<file path="src/rtl/cond_unit_if.sv">
// cond_unit_if -- bus between the decode/ALU side and the condition-check stage.
//
// Signals (direction as seen by the cond_unit, i.e. the slave modport):
//   in  InstrValid       current instruction is real; 0 = bubble
//   in  Stall            hold: no flag update, no counter update
//   in  Cond[3:0]        instruction condition field
//   in  ALUFlags[3:0]    ALU flags {N,Z,C,V}
//   in  FlagW[1:0]       [1] writes N,Z; [0] writes C,V
//   in  PCS, RegW, MemW  decoder write strobes before condition gating
//   out PCSrc, RegWrite, MemWrite   gated strobes
//   out CondEx           condition passed for a live instruction
//   out Flags[3:0]       registered NZCV
//   out ExecCount, SkipCount [CNT_W-1:0]  statistics counters
//
// The master modport is the upstream driver (decoder/ALU or a testbench).
interface cond_unit_if #(
  parameter int CNT_W = 32
);
  logic             InstrValid;
  logic             Stall;
  logic [3:0]       Cond;
  logic [3:0]       ALUFlags;
  logic [1:0]       FlagW;
  logic             PCS;
  logic             RegW;
  logic             MemW;
  logic             PCSrc;
  logic             RegWrite;
  logic             MemWrite;
  logic             CondEx;
  logic [3:0]       Flags;
  logic [CNT_W-1:0] ExecCount;
  logic [CNT_W-1:0] SkipCount;

  modport master (
    output InstrValid, Stall, Cond, ALUFlags, FlagW, PCS, RegW, MemW,
    input  PCSrc, RegWrite, MemWrite, CondEx, Flags, ExecCount, SkipCount
  );

  modport slave (
    input  InstrValid, Stall, Cond, ALUFlags, FlagW, PCS, RegW, MemW,
    output PCSrc, RegWrite, MemWrite, CondEx, Flags, ExecCount, SkipCount
  );
endinterface

</file>
<file path="src/rtl/cond_unit.sv">
// cond_unit -- condition-check stage directly downstream of the ALU.
//
// Holds the architectural NZCV flag register, evaluates each instruction's
// condition field against the registered flags and gates the register-write,
// memory-write and PC-source strobes so skipped instructions have no side
// effects.
//
// Ports:
//   clk       rising-edge clock
//   reset_n   synchronous, active-low reset
//   bus       cond_unit_if.slave (see the interface file for signal list)
//
// Parameters:
//   CNT_W       width of the statistics counters
//   RESET_NZCV  flag register value after reset, {N,Z,C,V}
//
// Build option: define COND_STATS_EN to keep saturating executed/skipped
// counters; without it ExecCount and SkipCount are tied to zero.
module cond_unit #(
  parameter int         CNT_W      = 32,
  parameter logic [3:0] RESET_NZCV = 4'b0000
) (
  input  logic        clk,
  input  logic        reset_n,
  cond_unit_if.slave  bus
);

  logic [3:0] flags_reg;
  logic [3:0] flags_next;
  logic       cond_pass;
  logic       cond_ex;
  logic       instr_live;

  logic n_flag, z_flag, c_flag, v_flag;
  assign {n_flag, z_flag, c_flag, v_flag} = flags_reg;

  // Decode uses only the registered flags: a flag-setting instruction is seen
  // by the next valid instruction, never by itself.
  always_comb begin
    cond_pass = 1'b0;
    case (bus.Cond)
      4'b0000: cond_pass = z_flag;
      4'b0001: cond_pass = ~z_flag;
      4'b0010: cond_pass = c_flag;
      4'b0011: cond_pass = ~c_flag;
      4'b0100: cond_pass = n_flag;
      4'b0101: cond_pass = ~n_flag;
      4'b0110: cond_pass = v_flag;
      4'b0111: cond_pass = ~v_flag;
      4'b1000: cond_pass = c_flag & ~z_flag;
      4'b1001: cond_pass = ~c_flag | z_flag;
      4'b1010: cond_pass = (n_flag == v_flag);
      4'b1011: cond_pass = (n_flag != v_flag);
      4'b1100: cond_pass = ~z_flag & (n_flag == v_flag);
      4'b1101: cond_pass = z_flag | (n_flag != v_flag);
      4'b1110: cond_pass = 1'b1;
      default: cond_pass = 1'b0;  // 1111 reserved: skip
    endcase
  end

  // A stalled instruction is a bubble this cycle; it will be re-presented.
  assign instr_live = bus.InstrValid & ~bus.Stall;
  assign cond_ex    = cond_pass & instr_live;

  assign bus.CondEx   = cond_ex;
  assign bus.PCSrc    = bus.PCS  & cond_ex;
  assign bus.RegWrite = bus.RegW & cond_ex;
  assign bus.MemWrite = bus.MemW & cond_ex;
  assign bus.Flags    = flags_reg;

  // FlagW[gi] owns flag pair gi: gi=1 -> {N,Z}, gi=0 -> {C,V}.
  genvar gi;
  generate
    for (gi = 0; gi < 2; gi++) begin : g_flag_half
      assign flags_next[2*gi+1:2*gi] = (cond_ex && bus.FlagW[gi])
                                     ? bus.ALUFlags[2*gi+1:2*gi]
                                     : flags_reg[2*gi+1:2*gi];
    end
  endgenerate

  always_ff @(posedge clk) begin
    if (!reset_n) begin
      flags_reg <= RESET_NZCV;
    end else begin
      flags_reg <= flags_next;
    end
  end

`ifdef COND_STATS_EN
  localparam logic [CNT_W-1:0] CNT_ONE = {{(CNT_W-1){1'b0}}, 1'b1};

  logic [CNT_W-1:0] exec_cnt_reg;
  logic [CNT_W-1:0] skip_cnt_reg;

  // Counters saturate at all-ones instead of wrapping.
  always_ff @(posedge clk) begin
    if (!reset_n) begin
      exec_cnt_reg <= '0;
      skip_cnt_reg <= '0;
    end else if (instr_live) begin
      if (cond_ex) begin
        if (exec_cnt_reg != {CNT_W{1'b1}}) exec_cnt_reg <= exec_cnt_reg + CNT_ONE;
      end else begin
        if (skip_cnt_reg != {CNT_W{1'b1}}) skip_cnt_reg <= skip_cnt_reg + CNT_ONE;
      end
    end
  end

  assign bus.ExecCount = exec_cnt_reg;
  assign bus.SkipCount = skip_cnt_reg;
`else
  assign bus.ExecCount = {CNT_W{1'b0}};
  assign bus.SkipCount = {CNT_W{1'b0}};
`endif

endmodule

</file>
<file path="src/flat_wrapper.sv">
// flat-port wrapper written by rule: the top's interface ports become plain ports
module cond_unit_flat 
#(
  parameter int         CNT_W      = 32,
  parameter logic [3:0] RESET_NZCV = 4'b0000
)
  (clk, reset_n, bus_InstrValid, bus_Stall, bus_Cond, bus_ALUFlags, bus_FlagW, bus_PCS, bus_RegW, bus_MemW, bus_PCSrc, bus_RegWrite, bus_MemWrite, bus_CondEx, bus_Flags, bus_ExecCount, bus_SkipCount);
  cond_unit_if #(.CNT_W(CNT_W)) bus_i ();
  input  logic clk;
  input  logic reset_n;
  input wire logic [$bits(bus_i.InstrValid)-1:0] bus_InstrValid;
  input wire logic [$bits(bus_i.Stall)-1:0] bus_Stall;
  input wire logic [$bits(bus_i.Cond)-1:0] bus_Cond;
  input wire logic [$bits(bus_i.ALUFlags)-1:0] bus_ALUFlags;
  input wire logic [$bits(bus_i.FlagW)-1:0] bus_FlagW;
  input wire logic [$bits(bus_i.PCS)-1:0] bus_PCS;
  input wire logic [$bits(bus_i.RegW)-1:0] bus_RegW;
  input wire logic [$bits(bus_i.MemW)-1:0] bus_MemW;
  output wire logic [$bits(bus_i.PCSrc)-1:0] bus_PCSrc;
  output wire logic [$bits(bus_i.RegWrite)-1:0] bus_RegWrite;
  output wire logic [$bits(bus_i.MemWrite)-1:0] bus_MemWrite;
  output wire logic [$bits(bus_i.CondEx)-1:0] bus_CondEx;
  output wire logic [$bits(bus_i.Flags)-1:0] bus_Flags;
  output wire logic [$bits(bus_i.ExecCount)-1:0] bus_ExecCount;
  output wire logic [$bits(bus_i.SkipCount)-1:0] bus_SkipCount;
  assign bus_i.InstrValid = bus_InstrValid;
  assign bus_i.Stall = bus_Stall;
  assign bus_i.Cond = bus_Cond;
  assign bus_i.ALUFlags = bus_ALUFlags;
  assign bus_i.FlagW = bus_FlagW;
  assign bus_i.PCS = bus_PCS;
  assign bus_i.RegW = bus_RegW;
  assign bus_i.MemW = bus_MemW;
  assign bus_PCSrc = bus_i.PCSrc;
  assign bus_RegWrite = bus_i.RegWrite;
  assign bus_MemWrite = bus_i.MemWrite;
  assign bus_CondEx = bus_i.CondEx;
  assign bus_Flags = bus_i.Flags;
  assign bus_ExecCount = bus_i.ExecCount;
  assign bus_SkipCount = bus_i.SkipCount;
  cond_unit #(.CNT_W(CNT_W), .RESET_NZCV(RESET_NZCV)) u_core (.clk(clk), .reset_n(reset_n), .bus(bus_i));
endmodule
</file>
<file path="config.mk">
export PLATFORM = sky130hd
export DESIGN_NAME = cond_unit_flat
export DESIGN_NICKNAME = d
export VERILOG_FILES = /design/src/rtl/cond_unit_if.sv /design/src/rtl/cond_unit.sv /design/src/flat_wrapper.sv
export SDC_FILE = /design/constraint.sdc
export NUM_CORES = 1
export LEC_CHECK = 0
export ABC_CLOCK_PERIOD_IN_PS = 2100
export CORE_MARGIN = 1
export CORE_UTILIZATION = 29
export DETAILED_ROUTE_END_ITERATION = 8
export GPL_TIMING_DRIVEN = 0
export PLACE_DENSITY = 0.8
export SKIP_CTS_REPAIR_TIMING = 1
export SYNTH_ARGS = -nofsm -noshare
export SYNTH_HDL_FRONTEND = slang
export SYNTH_SLANG_ARGS = --single-unit
</file>
<file path="constraint.sdc">
create_clock -name clk -period 2.1 [get_ports clk]
set_input_delay 0.42 -clock clk [delete_from_list [all_inputs] [get_ports clk]]
set_output_delay 0.42 -clock clk [all_outputs]
set_load 0.02 [all_outputs]
</file>
Word-level counts from Yosys, hierarchy flattened. Cells that the tools add are included.

Equal/unequal tests: 16. Multiplexer cells: 1. Bitwise gates (word level): 14. Reductions and logical operators: 3.

Operator list (count): 4-bit equality test, second input constant (7); 4-bit by 3-bit equality test with 1-bit output, second input constant (4); 1-bit case mux with 15 select lines (1); 4-bit by 2-bit equality test with 1-bit output, second input constant (2); 1-bit bitwise AND (7); 1-bit inverter (5); 4-bit by 1-bit equality test with 1-bit output, second input constant (1); 4-bit zero test (1); 1-bit logical AND (2); 1-bit bitwise OR (2); 1-bit equality test (1); 1-bit inequality test (1).

Bits in registers: 4. Bits of input ports: 17. Output and inout port bits: 72. Logic and storage cells: 36.

Longest topological paths before layout. Gate-level depths: netlist of the first run.

Word-level depth: 5. Depth in mapped cells: 6. Mapped depth without buffers: 6.

Least setup slack after synthesis of the first run. Ideal clock, no wire load.

Path type: reg-to-output. Start point: reg u_core.flags_reg[2] (netlist: u_core.bus.Flags[2]). End point: out bus_MemWrite. Arrival time: 1530 ps. Required time: 1680 ps. Slack: 150 ps. Stages on the path, launching flop included: 6. Path buffers: 0. Cells stage by stage: dfxtp_1 and3b_1 a2bb2oi_2 mux2i_1 a31oi_4 and2_2.

Longest elaborated chain between the ends: 5. Elaborated cells on any way between the ends: 8. Classes of those cells: 1 x mux; 7 x bitwise.

RTL lines: start: declaration (RTL line cond_unit.sv:28) `logic [3:0] flags_reg;`; start signal: assignment (RTL line cond_unit.sv:85) `flags_reg <= flags_next;`; 1-bit inverter (RTL line cond_unit.sv:43, cond_unit.sv:50, cond_unit.sv:54); 1-bit bitwise AND (on tied branches) (RTL line cond_unit.sv:54, cond_unit.sv:50); 1-bit case mux with 15 select lines (*) (RTL line cond_unit.sv:41) `case (bus.Cond)`; 1-bit bitwise AND (*) (RTL line cond_unit.sv:63) `assign cond_ex = cond_pass & instr_live;`; named net bus_CondEx (RTL line flat_wrapper.sv:22) `output wire logic [$bits(bus_i.CondEx)-1:0] bus_CondEx;`; 1-bit bitwise AND (*) (RTL line cond_unit.sv:68) `assign bus.MemWrite = bus.MemW & cond_ex;`; end: declaration (RTL line flat_wrapper.sv:21) `output wire logic [$bits(bus_i.MemWrite)-1:0] bus_MemWrite;`.

Mark *: on every way through the listed nets, which the timed path passes. The rest lies on a longest branch.

Worst setup path after layout of the first run.
Start point: reg u_core.flags_reg[2] (netlist: u_core.bus.Flags[2]). End point: out bus_RegWrite.

Longest elaborated chain between the ends: 5. Elaborated cells on any way between the ends: 8. Classes of those cells: 1 x mux; 7 x bitwise.

RTL lines: 1-bit inverter (RTL line cond_unit.sv:43, cond_unit.sv:50, cond_unit.sv:54); 1-bit bitwise AND (on tied branches) (RTL line cond_unit.sv:54, cond_unit.sv:50); 1-bit case mux with 15 select lines (*) (RTL line cond_unit.sv:41); 1-bit bitwise AND (*) (RTL line cond_unit.sv:63); 1-bit bitwise AND (*) (RTL line cond_unit.sv:67) `assign bus.RegWrite = bus.RegW & cond_ex;`; end: declaration (RTL line flat_wrapper.sv:20) `output wire logic [$bits(bus_i.RegWrite)-1:0] bus_RegWrite;`.

Mark *: on every way between the ends. The rest lies on a longest branch, timed or not.

==> metrics, run 1 <==
sequential area share after synthesis 0.0925; CP required 1680 ps; synth-to-layout area growth 64.2%; HP Start u_core.bus.Flags[0]; cell area after synthesis 866 µm²; Syn Inst Count 109; CTS max path bufs 2; setup slack, reg-to-reg 450 ps; CTS tree yes; CP Max Fanout 5; Clock Pin Slew Worst Setup and Hold Paths 40 ps; nets@finish 217; crit path launch type register; first-pass GRT wire length 2.18 mm; leakage 0.853 nW; DIE WIDTH 56.6 µm; FP Rows 19; R2R Path Start u_core.bus.Flags[2]; Total GRT Usage 0.0867; Vias 727; WL per Instance 6.79 µm; Antenna Cells 0; antenna viol nets, final 0; antenna violations before repair 0; synth unique cells 23; DR vias/cell 3.17; Starting Density 0.311; CTS root buffer clkbuf_4; total core area 2780 µm²; Placed Area 1360 µm²; H-tree depth 1; gr ovfl total 0; pwr/cell area 323 nW/µm²; Die Y 56.6 µm; Layout Utilization 0.511; layout cells sized above 1 0.439; Hold WC Path Type reg2reg; Fmax achieved 0.492 GHz; Register Area 86.3 µm²; flops & latches, synth 4; # DRC 0; largest net degree at the start of global routing 9; Initial DRC Count 2; Main synth FF type dfxtp_1; period utilization 0.968; number of flip-flops in the largest register 4; Critical Path Start u_core.bus.Flags[2]; finished layout cell area 1420 µm²; Clock Latency Late Sink 240 ps; post-synthesis area per instance 7.94 µm²; final hold vios 0; max_cap viols 0; detailed placer's ending HPWL 1.37 mm; vias in the first global route 529; # setup viols final 0; Post-synth EDFFs 0; clk sinks 4; Multi-input gate area 551 µm²; Critical Path AT 1610 ps; Final Skew 0.934 ps; drt total wl 1.55 mm; Final Wtd Congestion 0.672; # IOs 89; fin crit period 2030 ps; Setup Crit Path Kind reg2out; Slew Limit Fails 0; yosys warns 0; worst vdd ir 0.230 mV; Die ar. 3210 µm²; PortBufs 22; cts bufs inserted 3; outcome finished, final reports clean; FILL cells 262; CP Capture Type output pin; drt first pass iters 3; asr flop ratio synth 0
[layout by cell type, fill, tap and decap left out, types with 2 or more instances in the layout]
master | netlist | final
nand2_1 | 8 | 8
xnor2_1 | 3 | 2
dlymetal6s2s_1 | 0 | 4
clkdlybuf4s50_1 | 0 | 13
clkbuf_4 | 0 | 3
clkbuf_2 | 0 | 2
and3b_1 | 2 | 2
conb_1 | 1 | 64
buf_4 | 64 | 65
and2_4 | 2 | 5
mux2i_1 | 7 | 6
buf_1 | 2 | 2
dfxtp_2 | 0 | 2
buf_6 | 0 | 3
[worst max-delay path, cell delays in order (launching register included)]
cell and delay [ps]:
dfxtp_4 350, and3b_1 180, a2bb2oi_2 160, mux2i_2 270, a31oi_4 130, and2_4 160
buf_6 120
[synth_stat cells, types with 2 or more instances]
cell type / number / area [µm²]
buf_1: 2 / 7.51
and2_4: 2 / 17.5
nand2_1: 8 / 30.0
and3b_1: 2 / 17.5
xnor2_1: 3 / 26.3
buf_4: 64 / 480
mux2i_1: 7 / 70.1
and2_2: 3 / 22.5
dfxtp_1: 4 / 80.1
[where the power goes]
group / switching (W) / total, W / internal [W] / leakage (nW)
Combinational: 0.000150 / 0.000280 / 0.000129 / 0.805
Sequential: 0.00000231 / 0.0000796 / 0.0000773 / 0.0341
Clock: 0.0000360 / 0.000100 / 0.0000642 / 0.0138
[per-layer routing]
layer	vias to the layer above	track usage	wire, µm	part of all wire
li1	398	-	-	-
met1	269	0.0936	537	0.35
met2	58	0.150	732	0.47
met3	2	0.0300	264	0.17
met4	0	0.0418	19	0.012
met5	-	0	0	0
[final cells by class]
cell class / count / share of cell area
Timing Repair Buffer: 23 / 0.163
Buffer: 66 / 0.343
Clock buffer: 3 / 0.0158
Multi-Input combinational cell: 101 / 0.387
Inverter: 1 / 0.00264
Sequential cell: 4 / 0.0607
Tap cell: 31 / 0.0273
[stage by stage]
stage          worst slack, ps  power (W)  hold WS (ps)  setup TNS, ps  cells
2_1_floorplan              150   0.000311           556              0    172
3_3_place_gp              -869   0.000353           491          -3870    225
3_5_place_dp              -870   0.000353           497          -3900    225
4_1_cts                   -876   0.000457           505          -3390    228
5_1_grt                  -8.45   0.000487           518          -20.3    229
6_report                  68.2   0.000460           489              0    229
[final timing paths]
path                              end  cells past startpoint
hold / removal    u_core.bus.Flags[0]                      2
setup reg to reg  u_core.bus.Flags[3]                      7
setup / recovery         bus_RegWrite                      6
hold reg to reg   u_core.bus.Flags[0]                      2
[cells by family (layout without fill, tap and decap cells)]
logic type	count (synthesis)	in the layout	share of synthesized area
compound gates	5	5	0.0737
xor+xnor	3	3	0.0304
buf+inv	67	93	0.568
flops	4	4	0.0925
mux	7	7	0.0809
other cells	1	64	0.00433
simple gates	22	22	0.150
(Power assumes the default switching activity.)
==> run 2: changes to the inputs <==
- CTS_CLUSTER_DIAMETER: default -> 200
==> results of run 2 <==
The final DEF is identical to that of run 1; final timing and power are the same.
